--- config.mk ---
export PLATFORM = sky130hd
export DESIGN_NAME = tag_fifo_flat
export DESIGN_NICKNAME = d
export VERILOG_FILES = /design/src/rtl/tag_fifo_if.sv /design/src/rtl/tag_fifo.sv /design/src/flat_wrapper.sv
export SDC_FILE = /design/constraint.sdc
export NUM_CORES = 1
export LEC_CHECK = 0
export CAP_MARGIN = 0
export CELL_PAD_IN_SITES_DETAIL_PLACEMENT = 1
export CELL_PAD_IN_SITES_GLOBAL_PLACEMENT = 1
export CORE_UTILIZATION = 42
export CTS_BUF_LIST = sky130_fd_sc_hd__clkbuf_8
export DETAILED_ROUTE_END_ITERATION = 10
export PLACE_DENSITY_LB_ADDON = 0.1
export SLEW_MARGIN = 15
export SYNTH_ARGS = -nofsm -noshare
export SYNTH_HDL_FRONTEND = slang
export SYNTH_SLANG_ARGS = --single-unit
--- constraint.sdc ---
create_clock -name clk -period 3.1 [get_ports clk]
set_input_delay 0.465 -clock clk [delete_from_list [all_inputs] [get_ports clk]]
set_output_delay 0.465 -clock clk [all_outputs]
set_load 0.03 [all_outputs]
--- src/rtl/tag_fifo_if.sv ---
// Dispatch/CDB-facing signal bundle for the free-tag pool.
// The slave modport is the pool; the master modport is dispatch plus CDB.
interface tag_fifo_if #(
    parameter int unsigned TAG_W = 6,
    parameter int unsigned PTR_W = 6
);
    logic             pop_req;
    logic [TAG_W-1:0] tag_out;
    logic             tag_valid;
    logic             cdb_valid;
    logic [TAG_W-1:0] cdb_tag;
    logic [PTR_W:0]   free_count;
    logic             full;
    logic             err_overflow;
    logic             err_underflow;

    modport master (
        output pop_req, cdb_valid, cdb_tag,
        input  tag_out, tag_valid, free_count, full, err_overflow, err_underflow
    );

    modport slave (
        input  pop_req, cdb_valid, cdb_tag,
        output tag_out, tag_valid, free_count, full, err_overflow, err_underflow
    );
endinterface

--- src/rtl/tag_fifo.sv ---
// Free rename-tag pool: a circular buffer preloaded with every tag at reset.
// Dispatch pops the head (first-word-fall-through); the CDB pushes retired tags back.
module tag_fifo #(
    parameter int unsigned TAG_W = 6,
    parameter int unsigned DEPTH = 64,
    parameter int unsigned PTR_W = 6
) (
    input  logic       clk,
    input  logic       rst,
    tag_fifo_if.slave  bus
);
    localparam int unsigned CNT_W = PTR_W + 1;

    logic [TAG_W-1:0] mem_q [DEPTH];
    logic [PTR_W-1:0] rd_ptr_q, rd_ptr_d;
    logic [PTR_W-1:0] wr_ptr_q, wr_ptr_d;
    logic [CNT_W-1:0] count_q, count_d;
    logic             err_ovf_q, err_ovf_d;
    logic             err_unf_q, err_unf_d;
    logic             empty, full_s, pop_ok, push_ok;

    // A full pool still accepts a return when a pop frees a slot in the same cycle.
    always_comb begin
        empty     = (count_q == '0);
        full_s    = (count_q == CNT_W'(DEPTH));
        pop_ok    = bus.pop_req & ~empty;
        push_ok   = bus.cdb_valid & (~full_s | pop_ok);
        rd_ptr_d  = rd_ptr_q;
        wr_ptr_d  = wr_ptr_q;
        count_d   = count_q + CNT_W'(push_ok) - CNT_W'(pop_ok);
        err_ovf_d = err_ovf_q | (bus.cdb_valid & ~push_ok);
        err_unf_d = err_unf_q | (bus.pop_req & ~pop_ok);
        if (pop_ok) begin
            rd_ptr_d = rd_ptr_q + PTR_W'(1);
        end
        if (push_ok) begin
            wr_ptr_d = wr_ptr_q + PTR_W'(1);
        end
    end

    always_ff @(posedge clk or negedge rst) begin
        if (!rst) begin
            rd_ptr_q  <= '0;
            wr_ptr_q  <= '0;
            count_q   <= CNT_W'(DEPTH);
            err_ovf_q <= 1'b0;
            err_unf_q <= 1'b0;
        end else begin
            rd_ptr_q  <= rd_ptr_d;
            wr_ptr_q  <= wr_ptr_d;
            count_q   <= count_d;
            err_ovf_q <= err_ovf_d;
            err_unf_q <= err_unf_d;
        end
    end

    // Reset reloads the identity mapping so every tag starts out free.
    always_ff @(posedge clk or negedge rst) begin
        if (!rst) begin
            for (int unsigned i = 0; i < DEPTH; i++) begin
                mem_q[i] <= TAG_W'(i);
            end
        end else if (push_ok) begin
            mem_q[wr_ptr_q] <= bus.cdb_tag;
        end
    end

    assign bus.tag_out       = mem_q[rd_ptr_q];
    assign bus.tag_valid     = ~empty;
    assign bus.free_count    = count_q;
    assign bus.full          = full_s;
    assign bus.err_overflow  = err_ovf_q;
    assign bus.err_underflow = err_unf_q;
endmodule

--- src/flat_wrapper.sv ---
// flat-port wrapper written by rule: the top's interface ports become plain ports
module tag_fifo_flat 
#(
    parameter int unsigned TAG_W = 6,
    parameter int unsigned DEPTH = 64,
    parameter int unsigned PTR_W = 6
)
  (clk, rst, bus_pop_req, bus_cdb_valid, bus_cdb_tag, bus_tag_out, bus_tag_valid, bus_free_count, bus_full, bus_err_overflow, bus_err_underflow);
  tag_fifo_if #(.TAG_W(TAG_W), .PTR_W(PTR_W)) bus_i ();
  input  logic clk;
  input  logic rst;
  input wire logic [$bits(bus_i.pop_req)-1:0] bus_pop_req;
  input wire logic [$bits(bus_i.cdb_valid)-1:0] bus_cdb_valid;
  input wire logic [$bits(bus_i.cdb_tag)-1:0] bus_cdb_tag;
  output wire logic [$bits(bus_i.tag_out)-1:0] bus_tag_out;
  output wire logic [$bits(bus_i.tag_valid)-1:0] bus_tag_valid;
  output wire logic [$bits(bus_i.free_count)-1:0] bus_free_count;
  output wire logic [$bits(bus_i.full)-1:0] bus_full;
  output wire logic [$bits(bus_i.err_overflow)-1:0] bus_err_overflow;
  output wire logic [$bits(bus_i.err_underflow)-1:0] bus_err_underflow;
  assign bus_i.pop_req = bus_pop_req;
  assign bus_i.cdb_valid = bus_cdb_valid;
  assign bus_i.cdb_tag = bus_cdb_tag;
  assign bus_tag_out = bus_i.tag_out;
  assign bus_tag_valid = bus_i.tag_valid;
  assign bus_free_count = bus_i.free_count;
  assign bus_full = bus_i.full;
  assign bus_err_overflow = bus_i.err_overflow;
  assign bus_err_underflow = bus_i.err_underflow;
  tag_fifo #(.TAG_W(TAG_W), .DEPTH(DEPTH), .PTR_W(PTR_W)) u_core (.clk(clk), .rst(rst), .bus(bus_i));
endmodule
==> summary.txt, run 1 <==
Outcome - finished with violations
Violated checks - setup timing
Hold Crit Class - in -> async
Peak supply drop - 0.000698 V
Synth Cell Area - 19000 sq um
Cells after Synth - 1278
Core area - 44400 sq um
H-tree depth - 3
Root Buffer - clkbuf_8
Drc violations - 0
Reg-to-Reg End - u_core.bus.free_count[6]
Fraction of post-synthesis cell area in the top cell type by area - 0.279
CP startpoint - u_core.rd_ptr_q[0]
RD Place Congestion - 0.775
Number of max-cap violations - 0
CP required - 2.63 ns
# IOs - 27
Die Y - 215 um
DP Wirelength - 33400 um
Achievable clock frequency - 0.293 GHz
Clock Sinks - 405
Vias per std cell - 5.53
Synth top area cells - dfrtp_1 (28%), dfstp_2 (27%), mux2_2 (23%)
Final setup viols - 6
Largest net degree at the start of global routing - 79
Gr ovfl total - 0
Initial Util - 0.428
Number of global-route vias before repair - 12600
Post-route cell area - 23000 sq um
Static Leak - 10.1 nW
Routed len/inst - 24.6 um
Layout Nets - 1444
Skew-Pair Late Insertion Delay - 0.64 ns
Synthesis-to-layout area growth - 21.1%
Register bit total from synthesis - 405
First-pass GRT wire length - 80600 um
I/O Buffers - 26
Min Tclk post-route - 3.41 ns
CTS tree - done
Clock Skews - 0.0227 ns
Routed Antenna Nets - 0
Worst slack, placed - -0.149 ns
RSZ-0062 raised after global routing - true
DR iter-0 viols - 550
Crit-path cells - buf_6 -> buf_12 -> buf_4 -> mux2i_1 -> o22ai_2 -> a211oi_2 -> a32oi_1 -> nand2_2 -> nor3_4 -> buf_12
Worst R2R Start - u_core.bus.free_count[2]
Final Hold Fails - 0
Count leader, synth - mux2_2
Final Cycle Share - 1.10
Antenna violations before repair - 0
Share of layout cells above drive strength 1 - 0.659
CP arrival - 2.94 ns
Setup TNS - -1.65 ns
CP max stage delay - 0.50 ns
Reg clk slew, reported paths - 0.05 ns
CTS Buf Count - 74
Slew headroom - 0.476
Biggest area consumer among synthesized cells - dfrtp_1
Worst slew pin tran - 0.786 ns
Die width - 215 um
Crit-path slowest cell - dfrtp_4
Placed Instances - 1913
Commonest register cell after synthesis - dfrtp_1
CP Launch Type - register
Post-synth EDFFs - 0
Synth cell count leaders - mux2_2 (393), dfrtp_1 (212), dfstp_2 (193), mux4_2 (72), nand2_1 (61)
Total power density per cell area - 976 nW/um^2
Pins Over Slew Limit - 0
Cell seen most often among critical-path stages - buf_12
Crit path kind - reg -> out
Sequential share of the synthesized area - 0.546
Critical Path Sink Type - output port
Synthesized net count - 1300
Ys async rst share - 1.00
Site Rows - 77
CTS max path bufs - 3
Die Footprint - 46100 sq um
DP Area - 20600 sq um
Pre-antenna DRT Iters - 5
Final WS setup - -0.307 ns
Routed WL - 50900 um
Gr usage total - 0.231
Crit Path Max Fanout - 6
Synth Warn # - 0
Reg2Reg Setup Slack - 0.21 ns
Worst Reg2Reg Path Length in Cells - 16
Fillers - 4271
Layout Cells excl Fill - 2074
Mean Syn Cell Area - 14.9 sq um
Synth cell types - 54
Detailed-route via count - 11500
-- critical path, delay by kind of cell, from the launching register on --
kind                   cells  cell delay [ns]
flip-flops                 1             0.50
AND/OR/NAND/NOR            2             0.25
buffers and inverters      4             0.61
AO/OA/AOI/OAI              3             0.68
multiplexers               1             0.24
-- final cells by class --
| type | instances | area [sq um] | share of cell area |
|---|---|---|---|
| clock inverters | 37 | 173 | 0.00751 |
| multi-input cells | 771 | 8640 | 0.376 |
| inverters | 17 | 67.6 | 0.00294 |
| clock buffers | 98 | 1350 | 0.0586 |
| diodes | 1 | 2.50 | 0.000109 |
| flip-flops and latches | 405 | 10400 | 0.452 |
| repair buffers | 153 | 1640 | 0.0713 |
| well taps | 592 | 741 | 0.0322 |
-- through the flow --
step | total power [mW] | utilization | hold WS, ns
after floorplan | 12.9 | - | 0.169
after global routing | 23.6 | 0.518 | 0.332
after global placement | 15.9 | 0.464 | 0.459
final | 22.4 | 0.518 | 0.375
after detailed placement | 16.1 | 0.465 | 0.470
after CTS | 22.4 | 0.513 | 0.329
-- placed cells by master, fill, tap and decap left out, types with 41 or more instances in the layout --
cell,instances
nand2_1,54
inv_1,45
mux4_2,72
buf_4,96
mux2i_1,48
nor2_1,41
dfstp_2,193
dfrtp_1,209
mux2_2,389
clkbuf_8,98
-- registers in the layout, summed over array words and instances (netlist names) --
| name | flops |
|---|---|
| u_core.bus.err_overflow | 1 |
| u_core.bus.err_underflow | 1 |
| u_core.bus.free_count | 7 |
| u_core.mem_q | 384 |
| u_core.rd_ptr_q | 6 |
| u_core.wr_ptr_q | 6 |
-- layer usage --
metal | vias to the layer above | share of wire | wire [um] | global-route usage
li1 | 5035 | - | - | -
met1 | 6211 | 0.47 | 23800 | 0.321
met2 | 148 | 0.48 | 24600 | 0.372
met3 | 71 | 0.029 | 1470 | 0.0431
met4 | 0 | 0.022 | 1110 | 0.0631
met5 | - | 0 | 0 | 0
-- worst max-delay path by stage --
stage,end,cells after the start
global placement,u_core.mem_q[211],8
finish,bus_tag_out[1],10
detailed placement,u_core.bus.free_count[6],14
CTS,bus_tag_out[3],10
global route,bus_tag_out[2],11
floorplan,u_core.bus.free_count[6],16
-- kinds of logic after synthesis --
logic type                 synth area share
muxes                                 0.347
DFF                                   0.546
and+or+nand+nor                      0.0372
buffers and inverters                0.0224
AOI/OAI and AO/OA                    0.0312
xor gates and xnor gates            0.00692
adders and majority gates           0.00830
-- repair_timing --
item                                    in CTS  in global routing
setup buffers                               12                  8
pin swaps                                   19                 17
hold buffers                                 1                  0
gates resized for setup                     74                 37
endpoints found under the hold margin       30                  0
endpoints found under the setup margin       7                  7
cloned                                       4                  0
-- where the power goes --
part / internal, mW / switching, mW / total (mW)
Combinational: 4.68 / 4.33 / 9.01
Sequential: 7.22 / 1.06 / 8.29
Clock: 2.89 / 2.25 / 5.15
Total: 14.8 / 7.64 / 22.4
Note: power is estimated with default switching activity, not from simulation.
==> inputs of run 2 (changes only) <==
Settings changed: ABC_AREA set to 0.
==> results of run 2 <==
Final layout, timing and power as in run 1 (identical DEF).
==> inputs of run 3 (changes only) <==
Settings changed: GPL_ROUTABILITY_DRIVEN set to 0.
==> results of run 3 <==
Final layout, timing and power as in run 1 (identical DEF).
